### src/rtl/key_pkg.sv
// Shared widths, ASCII code points and output-stage state encoding for the key event scheduler.
package key_pkg;

   localparam int KEY_W = 8;

   localparam logic [KEY_W-1:0] ASCII_ESC   = 8'd27;
   localparam logic [KEY_W-1:0] ASCII_ENTER = 8'd13;
   localparam logic [KEY_W-1:0] ASCII_NONE  = 8'd0;

   typedef enum logic {
      O_EMPTY = 1'b0,
      O_FULL  = 1'b1
   } out_state_e;

   function automatic logic is_mapped(input logic [KEY_W-1:0] code);
      return code != ASCII_NONE;
   endfunction

endpackage

### src/rtl/key_fifo.sv
// Circular key buffer with push/pop/flush; a push in the flush cycle lands at index 0.
module key_fifo
   import key_pkg::*;
#(
   parameter int  DEPTH = 8,
   localparam int CW    = $clog2(DEPTH)
) (
   input  logic             Clock,
   input  logic             Resetn,
   input  logic             push_i,
   input  logic             pop_i,
   input  logic             flush_i,
   input  logic [KEY_W-1:0] data_i,
   output logic [KEY_W-1:0] data_o,
   output logic [CW:0]      count_o,
   output logic             full_o,
   output logic             empty_o
);

   logic [KEY_W-1:0] mem_q [DEPTH];
   logic [CW-1:0]    rd_ptr_q, rd_ptr_d;
   logic [CW-1:0]    wr_ptr_q, wr_ptr_d;
   logic [CW:0]      count_q, count_d;
   logic [CW-1:0]    wr_idx;

   assign wr_idx = flush_i ? '0 : wr_ptr_q;

   always_comb begin
      rd_ptr_d = rd_ptr_q;
      wr_ptr_d = wr_ptr_q;
      count_d  = count_q;
      if (flush_i) begin
         rd_ptr_d = '0;
         wr_ptr_d = push_i ? CW'(1) : '0;
         count_d  = push_i ? (CW+1)'(1) : '0;
      end else begin
         if (push_i) wr_ptr_d = wr_ptr_q + CW'(1);
         if (pop_i)  rd_ptr_d = rd_ptr_q + CW'(1);
         count_d = count_q + (CW+1)'(push_i) - (CW+1)'(pop_i);
      end
   end

   always_ff @(posedge Clock) begin
      if (!Resetn) begin
         rd_ptr_q <= '0;
         wr_ptr_q <= '0;
         count_q  <= '0;
      end else begin
         rd_ptr_q <= rd_ptr_d;
         wr_ptr_q <= wr_ptr_d;
         count_q  <= count_d;
      end
   end

   // Storage needs no reset: the count alone decides what is readable.
   always_ff @(posedge Clock) begin
      if (push_i) mem_q[wr_idx] <= data_i;
   end

   assign data_o  = mem_q[rd_ptr_q];
   assign count_o = count_q;
   assign full_o  = count_q == (CW+1)'(DEPTH);
   assign empty_o = count_q == '0;

endmodule

### src/rtl/key_event_scheduler.sv
// Queues keyboard ASCII events for one valid/ready consumer; ESC flushes queued keys.
// Build option: KEYQ_DROP_CNT_EN adds a saturating drop_count output.
//
//   state   | meaning
//   O_EMPTY | output register holds nothing, out_valid=0
//   O_FULL  | output register committed to consumer, out_valid=1
module key_event_scheduler
   import key_pkg::*;
#(
   parameter int  DEPTH = 8,
   localparam int CW    = $clog2(DEPTH)
) (
   input  logic             Clock,
   input  logic             Resetn,
   input  logic [KEY_W-1:0] in_ascii,
   input  logic             in_valid,
   output logic [KEY_W-1:0] out_ascii,
   output logic             out_valid,
   input  logic             out_ready,
   output logic [CW:0]      level,
   output logic             overflow,
   input  logic             clr_overflow
`ifdef KEYQ_DROP_CNT_EN
   ,
   output logic [7:0]       drop_count
`endif
);

   out_state_e       state_q, state_d;
   logic [KEY_W-1:0] out_ascii_q, out_ascii_d;
   logic             overflow_q, overflow_d;

   logic             accept, is_esc, out_free, drop;
   logic             fifo_push, fifo_pop, fifo_flush;
   logic [KEY_W-1:0] fifo_dout;
   logic [CW:0]      fifo_count;
   logic             fifo_full, fifo_empty;

   assign accept   = in_valid && is_mapped(in_ascii);
   assign is_esc   = accept && (in_ascii == ASCII_ESC);
   assign out_free = (state_q == O_EMPTY) || out_ready;

   key_fifo #(.DEPTH(DEPTH)) u_fifo (
      .Clock   (Clock),
      .Resetn  (Resetn),
      .push_i  (fifo_push),
      .pop_i   (fifo_pop),
      .flush_i (fifo_flush),
      .data_i  (in_ascii),
      .data_o  (fifo_dout),
      .count_o (fifo_count),
      .full_o  (fifo_full),
      .empty_o (fifo_empty)
   );

   // ESC discards the FIFO before it is placed, so it sees an empty FIFO.
   always_comb begin
      state_d     = state_q;
      out_ascii_d = out_ascii_q;
      fifo_push   = 1'b0;
      fifo_pop    = 1'b0;
      fifo_flush  = is_esc;
      drop        = 1'b0;
      if (out_free) begin
         if (!is_esc && !fifo_empty) begin
            state_d     = O_FULL;
            out_ascii_d = fifo_dout;
            fifo_pop    = 1'b1;
            fifo_push   = accept;
         end else if (accept) begin
            state_d     = O_FULL;
            out_ascii_d = in_ascii;
         end else begin
            state_d = O_EMPTY;
         end
      end else if (accept) begin
         if (!is_esc && fifo_full) drop      = 1'b1;
         else                      fifo_push = 1'b1;
      end
   end

   always_ff @(posedge Clock) begin
      if (!Resetn) begin
         state_q     <= O_EMPTY;
         out_ascii_q <= ASCII_NONE;
      end else begin
         state_q     <= state_d;
         out_ascii_q <= out_ascii_d;
      end
   end

   // A drop in the clear cycle keeps the flag set.
   assign overflow_d = drop ? 1'b1 : (clr_overflow ? 1'b0 : overflow_q);

   always_ff @(posedge Clock) begin
      if (!Resetn) overflow_q <= 1'b0;
      else         overflow_q <= overflow_d;
   end

`ifdef KEYQ_DROP_CNT_EN
   logic [7:0] drop_cnt_q, drop_cnt_d;

   always_comb begin
      drop_cnt_d = drop_cnt_q;
      if (drop) begin
         if (clr_overflow)              drop_cnt_d = 8'd1;
         else if (drop_cnt_q != 8'hFF)  drop_cnt_d = drop_cnt_q + 8'd1;
      end else if (clr_overflow) begin
         drop_cnt_d = 8'd0;
      end
   end

   always_ff @(posedge Clock) begin
      if (!Resetn) drop_cnt_q <= 8'd0;
      else         drop_cnt_q <= drop_cnt_d;
   end

   assign drop_count = drop_cnt_q;
`endif

   assign out_ascii = out_ascii_q;
   assign out_valid = state_q == O_FULL;
   assign level     = fifo_count + (CW+1)'(state_q == O_FULL);
   assign overflow  = overflow_q;

endmodule
### config.mk
export PLATFORM = sky130hd
export DESIGN_NAME = key_event_scheduler
export DESIGN_NICKNAME = d
export VERILOG_FILES = /design/src/rtl/key_pkg.sv /design/src/rtl/key_fifo.sv /design/src/rtl/key_event_scheduler.sv
export SDC_FILE = /design/constraint.sdc
export NUM_CORES = 1
export LEC_CHECK = 0
export ABC_CLOCK_PERIOD_IN_PS = 3410
export BUFFER_PORTS_ARGS = -buffer_cell sky130_fd_sc_hd__buf_4
export CORE_MARGIN = 10
export CORE_UTILIZATION = 33
export CTS_CLUSTER_SIZE = 20
export DETAILED_ROUTE_END_ITERATION = 6
export PLACE_DENSITY = 0.59
export SLEW_MARGIN = 10
export SYNTH_ARGS = -nofsm -noshare
export SYNTH_HDL_FRONTEND = slang
export SYNTH_SLANG_ARGS = --single-unit
### constraint.sdc
create_clock -name Clock -period 3.41 [get_ports Clock]
set_input_delay 0.682 -clock Clock [delete_from_list [all_inputs] [get_ports Clock]]
set_output_delay 0.682 -clock Clock [all_outputs]
set_load 0.1 [all_outputs]
; After elaboration in Yosys (flattened, before gate mapping)
; Memory sizes are Yosys's and may differ from the RTL's. A register that Yosys moved wholly into a read port is not among the register bits.
; Cells that the tools add are included.
[totals]
mem_bits_rw = 64
register_bits = 20
elab_cells = 55
input_bits = 13
n_memories = 1
[op_classes]
eq_ne = 2
muxes = 25
n_reduce_logical = 14
bitwise_logic = 2
addsub = 5
[memory_table]
columns = memory, depth, word_bits, read_ports, rd_ports_with_merged_regs, write_ports, line
row1 = u_fifo.mem_q, 8, 8, 1, 1, 1, key_fifo.sv:20  ; logic [KEY_W-1:0] mem_q [DEPTH];
[ops]
columns = cell, n
row1 = $mux 1, 17
row2 = $mux 8, 2
row3 = $mux 3, 5
row4 = $add 4x1->4, 2
row5 = $eq 8x5->1 const B, 1
row6 = $reduce_bool 8->1, 1
row7 = $add 3x1->3 const B, 2
row8 = $reduce_bool 2->1, 3
row9 = $eq 4x4->1 const B, 1
row10 = $logic_and 1x1->1, 4
row11 = $logic_not 4->1, 1
row12 = $mux 4, 1
row13 = $sub 4x1->4, 1
row14 = $logic_not 1->1, 2
row15 = $not 1->1, 2
row16 = $reduce_and 2->1, 1
row17 = $reduce_or 2->1, 1
row18 = $logic_or 1x1->1, 1

; Depth between registers and ports, before layout
[depth]
depth_word = 11
mapped_depth = 12
depth_no_buf = 11

; Hierarchy
; A second synthesis with hierarchy kept.
[unflattened]
hier_cells = 237
area_unflattened_um2 = 3774.9
[by_module_without_submodules]
columns = module, area_each_um2, instances, cells_each
row1 = key_fifo, 3141.8, 1, 168
row2 = key_event_scheduler, 633.1, 1, 69

; Worst setup path after synthesis
; No wires, ideal clock.
[synth_path]
path_type = reg-to-output
startpoint = register state_q, in the netlist out_valid
endpoint = output port level[3]
arrival_ns = 2.888
required_ns = 2.728
stages_incl_launch_ff = 4
slack_ns = -0.160
cell_sequence = dfxtp_1 > ha_1 > nand2_1 > xnor2_1
[synth_between]
elab_chain_len = 1
[synth_rtl]
columns = element, line
row1 = "start, declared", key_event_scheduler.sv:29  ; out_state_e state_q, state_d;
row2 = "start signal, assigned", key_event_scheduler.sv:87  ; state_q <= state_d;
row3 = $add 4x1->4, key_event_scheduler.sv:123  ; assign level = fifo_count + (CW+1)'(state_q == O_FULL);
row4 = "end, declared", key_event_scheduler.sv:20  ; output logic [CW:0] level,
; Every way passes these cells.

; Worst setup path in the final report
[layout_path]
startpoint = input port in_ascii[5]
endpoint = register u_fifo.count_q[2], in the netlist u_fifo.count_o[2]
[layout_between]
word_cells_on_any_way = 16
classes_between = add/sub (2) / eq/ne (1) / mux (7) / reduce/logical (6)
[layout_rtl]
columns = element, line
row1 = "start, declared", key_event_scheduler.sv:15  ; input logic [KEY_W-1:0] in_ascii,
row2 = $reduce_bool 8->1, key_pkg.sv:16  ; return code != ASCII_NONE;
row3 = $logic_and 1x1->1, key_event_scheduler.sv:39  ; assign accept = in_valid && is_mapped(in_ascii);
row4 = $logic_and 1x1->1 *, key_event_scheduler.sv:40  ; assign is_esc = accept && (in_ascii == ASCII_ESC);
row5 = $logic_not 1->1 *, key_event_scheduler.sv:65  ; if (!is_esc && !fifo_empty) begin
row6 = $logic_and 1x1->1 *, key_event_scheduler.sv:65
row7 = $mux 1 *, key_event_scheduler.sv:65
row8 = $mux 1 *, key_event_scheduler.sv:64  ; if (out_free) begin
row9 = named net fifo_pop, key_event_scheduler.sv:34  ; logic fifo_push, fifo_pop, fifo_flush;
row10 = $sub 4x1->4 *, key_fifo.sv:39  ; count_d = count_q + (CW+1)'(push_i) - (CW+1)'(pop_i);
row11 = $mux 4 *, key_fifo.sv:32  ; if (flush_i) begin
row12 = "end signal, assigned", key_fifo.sv:51  ; count_q <= count_d;
row13 = "end, declared", key_fifo.sv:23  ; logic [CW:0] count_q, count_d;
; Mark *: on every way through the listed nets, which the timed path passes. The rest lies on a longest branch.
; A chain may end at the register's enable or synchronous reset.

==> results.py <==
metrics = {
    "sta": {
        "hold_viol": 0,
        "slew_violations": 0,
        "finalSetupTns_ps": 0,
        "fin_crit_ps": 2709,
        "rsz0062_at_grt": "false",
        "setup_violations": 0,
        "worst_pin_slew_ps": 826.0,
        "maxSlewHeadroom": 0.4486,
        "fmax_ghz": 0.3692,
        "skew_ps": 11.97,
        "fin_crit_sh": 0.7944,
    },
    "clock_tree": {
        "cts_resized": 0,
        "cts_tree": "yes",
        "cts_num_sinks": 87,
        "postCtsSetupRepairBufs": 0,
        "cts-root-buf": "clkbuf_16",
        "clk_latency_ps": 340,
        "clkTransAtPathRegs_ps": 60,
        "cts_buffers": 9,
        "cts.htree.levels": 3,
        "clockBufferDepth": 2,
        "cts_hold_buf": 0,
    },
    "floorplanning": {
        "rows": 38,
        "core-area_sq_um": 10940,
        "fp.dieH_um": 126.2,
        "io_pins": 27,
        "die_w_um": 126.2,
        "dieArea_sq_um": 15930,
        "start_util": 0.3404,
    },
    "finish": {
        "drive_gt1_frac": 0.3158,
        "stdcell_count": 425,
        "mostFrequentLayoutCells": "edfxtp_1 (64), buf_4 (43), dfxtp_1 (23)",
        "fin_nets": 305,
        "mostFrequentLayoutCell": "edfxtp_1",
        "layout-area-overhead-vs-synth_pct": 20.34,
        "diodes": 0,
        "final_cell_area_sq_um": 4479,
    },
    "routing": {
        "drcViolationCount": 0,
        "drt_wl_total_mm": 8.124,
        "vias": 2188,
        "vias_per_cell": 5.148,
        "drtAntennaViolNets": 0,
        "wl_per_cell_um": 19.12,
        "drtIter0Drc": 150,
        "drt_pre_antenna_iters": 4,
    },
    "power_and_ir_drop": {
        "p_int_mw": 2.314,
        "p_clk_frac": 0.239,
        "pwr-share-comb": 0.397,
        "powerDensity_nw_per_um2": 861.8,
        "seqPwrFrac": 0.364,
        "switching_share": 0.4004,
        "ir_drop_v": 0.0006903,
        "leakagePower_nw": 1.600,
        "p_switching_mw": 1.546,
        "power_mw": 3.860,
    },
    "placement": {
        "port_buffers": 26,
        "dpl_cell_area_sq_um": 4200,
        "dpl.hpwl_mm": 5.685,
        "numPlacedInstances": 409,
        "finalWeightedCongestion": 0.7830,
    },
    "synth": {
        "synth.avg_cell_area_sq_um": 15.71,
        "synth_top_family_by_area": "multiplexers",
        "yosys.area_share.adder": 0.04235,
        "synth_compound_area_frac": 0.07227,
        "synth-seq-area-share": 0.6400,
        "ys_types": 47,
        "synth_ff_type": "edfxtp_1",
        "synth.ff_latch_count": 87,
        "yosys_warnings": 0,
        "synth-simple-area-share": 0.07765,
        "async_reset_ff_frac": 0,
        "synthesis.instances": 237,
        "synthXorXnorAreaFrac": 0.01412,
        "synth_edf_count": 64,
        "syn_area_sq_um": 3722,
        "synth_mux_area_frac": 0.1264,
        "syn_nets": 262,
    },
    "critical_path": {
        "worstPathMaxFanout": 10,
        "startpoint_type": "input port",
        "critPathArrivalTime_ps": 2940,
        "path_class": "in -> reg",
        "critical_path_required_ps": 3640,
        "crit_path_end_kind": "register",
    },
    "hold_path": {
        "hold_path.class": "reg -> reg",
    },
    "global_routing": {
        "grt_overflow_total": 0,
        "grt_max_degree": 17,
        "grt_pass1_vias": 2241,
        "grt_pass1_wl_mm": 12.64,
        "grt_use_total": 0.1020,
        "antenna_found_initial": 0,
    },
    "run_status": {
        "status": "finished clean",
    },
    "job": {
        "max_cap_viol_count": 0,
    },
}
==> flip-flops by register name, summed over array words and instances (netlist names), named ones only <==
signal           count
u_fifo.mem_q        64
out_ascii            8
u_fifo.count_o       4
u_fifo.rd_ptr_q      3
u_fifo.wr_ptr_q      3
out_valid            1
overflow             1
==> power by group through the flow <==
| stage | Combinational [mW] | Clock (mW) | Sequential (mW) |
|---|---|---|---|
| after floorplan | 0.870 | 0 | 1.73 |
| after global placement | 1.53 | 0 | 1.43 |
| after detailed placement | 1.55 | 0 | 1.43 |
| after CTS | 1.55 | 0.942 | 1.41 |
| after global routing | 1.64 | 0.981 | 1.42 |
| final | 1.53 | 0.922 | 1.41 |
==> synth_stat cells (2+ instances only) <==
master,n,area share
edfxtp_1,64,0.52
a311oi_1,4,0.0094
a21o_1,6,0.012
nand3_1,6,0.0081
buf_1,3,0.0030
dfxtp_1,23,0.12
nor4b_2,2,0.0081
a21oi_1,8,0.011
clkbuf_1,3,0.0030
nand2_1,6,0.0060
o211ai_1,2,0.0040
nor2_1,11,0.011
nor3_1,6,0.0081
nor4_1,3,0.0050
xnor2_1,3,0.0071
mux4_2,16,0.097
buf_2,3,0.0040
mux2i_1,11,0.030
xor2_1,3,0.0071
ha_1,11,0.037
buf_6,2,0.0060
a221o_1,3,0.0081
or3_1,2,0.0034
nand2b_1,3,0.0050
inv_1,11,0.011
==> worst paths after layout <==
check | start | to | slack, ps | depth (start not counted)
min reg2reg | out_ascii[3] | out_ascii[3] | 460 | 1
max | in_ascii[5] | u_fifo.count_o[2] | 700 | 11
max reg2reg | u_fifo.count_o[2] | u_fifo.mem_q[2][0] | 860 | 8
min | out_ascii[3] | out_ascii[3] | 460 | 1
==> critical path, cell delays in order <==
cell    delay [ps]
buf_4          150
or4_4          610
nor3_2         240
nor3_1          90
ha_1           300
inv_1           50
ha_1           160
inv_1           60
fa_1           370
xor2_1         180
nor2_1          50
==> routing by layer <==
| layer | share of wire | GRT usage |
|---|---|---|
| met2 | 0.46 | 0.1490 |
| met5 | 0 | 0 |
| met4 | 0.028 | 0.05760 |
| met3 | 0.045 | 0.02685 |
| met1 | 0.47 | 0.1340 |
==> metrics by stage <==
stage / util / setup slack [ps] / hold WS, ps
after floorplan: - / 153.0 / 471.6
after global placement: 0.3841 / 395.2 / 438.0
after detailed placement: 0.3841 / 364.5 / 449.1
after CTS: 0.4096 / 716.8 / 464.2
after global routing: 0.4096 / 587.8 / 486.5
final: 0.4096 / 701.2 / 459.4
==> area by class of cell <==
class	count	area [sq um]
clock buffer	10	229.0
clock inverter	6	50.05
fill	1011	6456
inverter	11	41.29
multi-input combinational	128	1279
sequential	87	2382
tap	140	175.2
timing repair buffer	43	322.8
==> logic make-up (layout without fill, tap and decap cells) <==
kind of cell / count (synthesis) / after routing
flip-flops: 87 / 87
AND/OR/NAND/NOR: 49 / 49
AO/OA/AOI/OAI: 34 / 34
multiplexers: 27 / 27
buffers and inverters: 22 / 70
adder cells (fa/ha/maj): 12 / 12
XOR/XNOR: 6 / 6
Note: power is estimated with default switching activity, not from simulation.
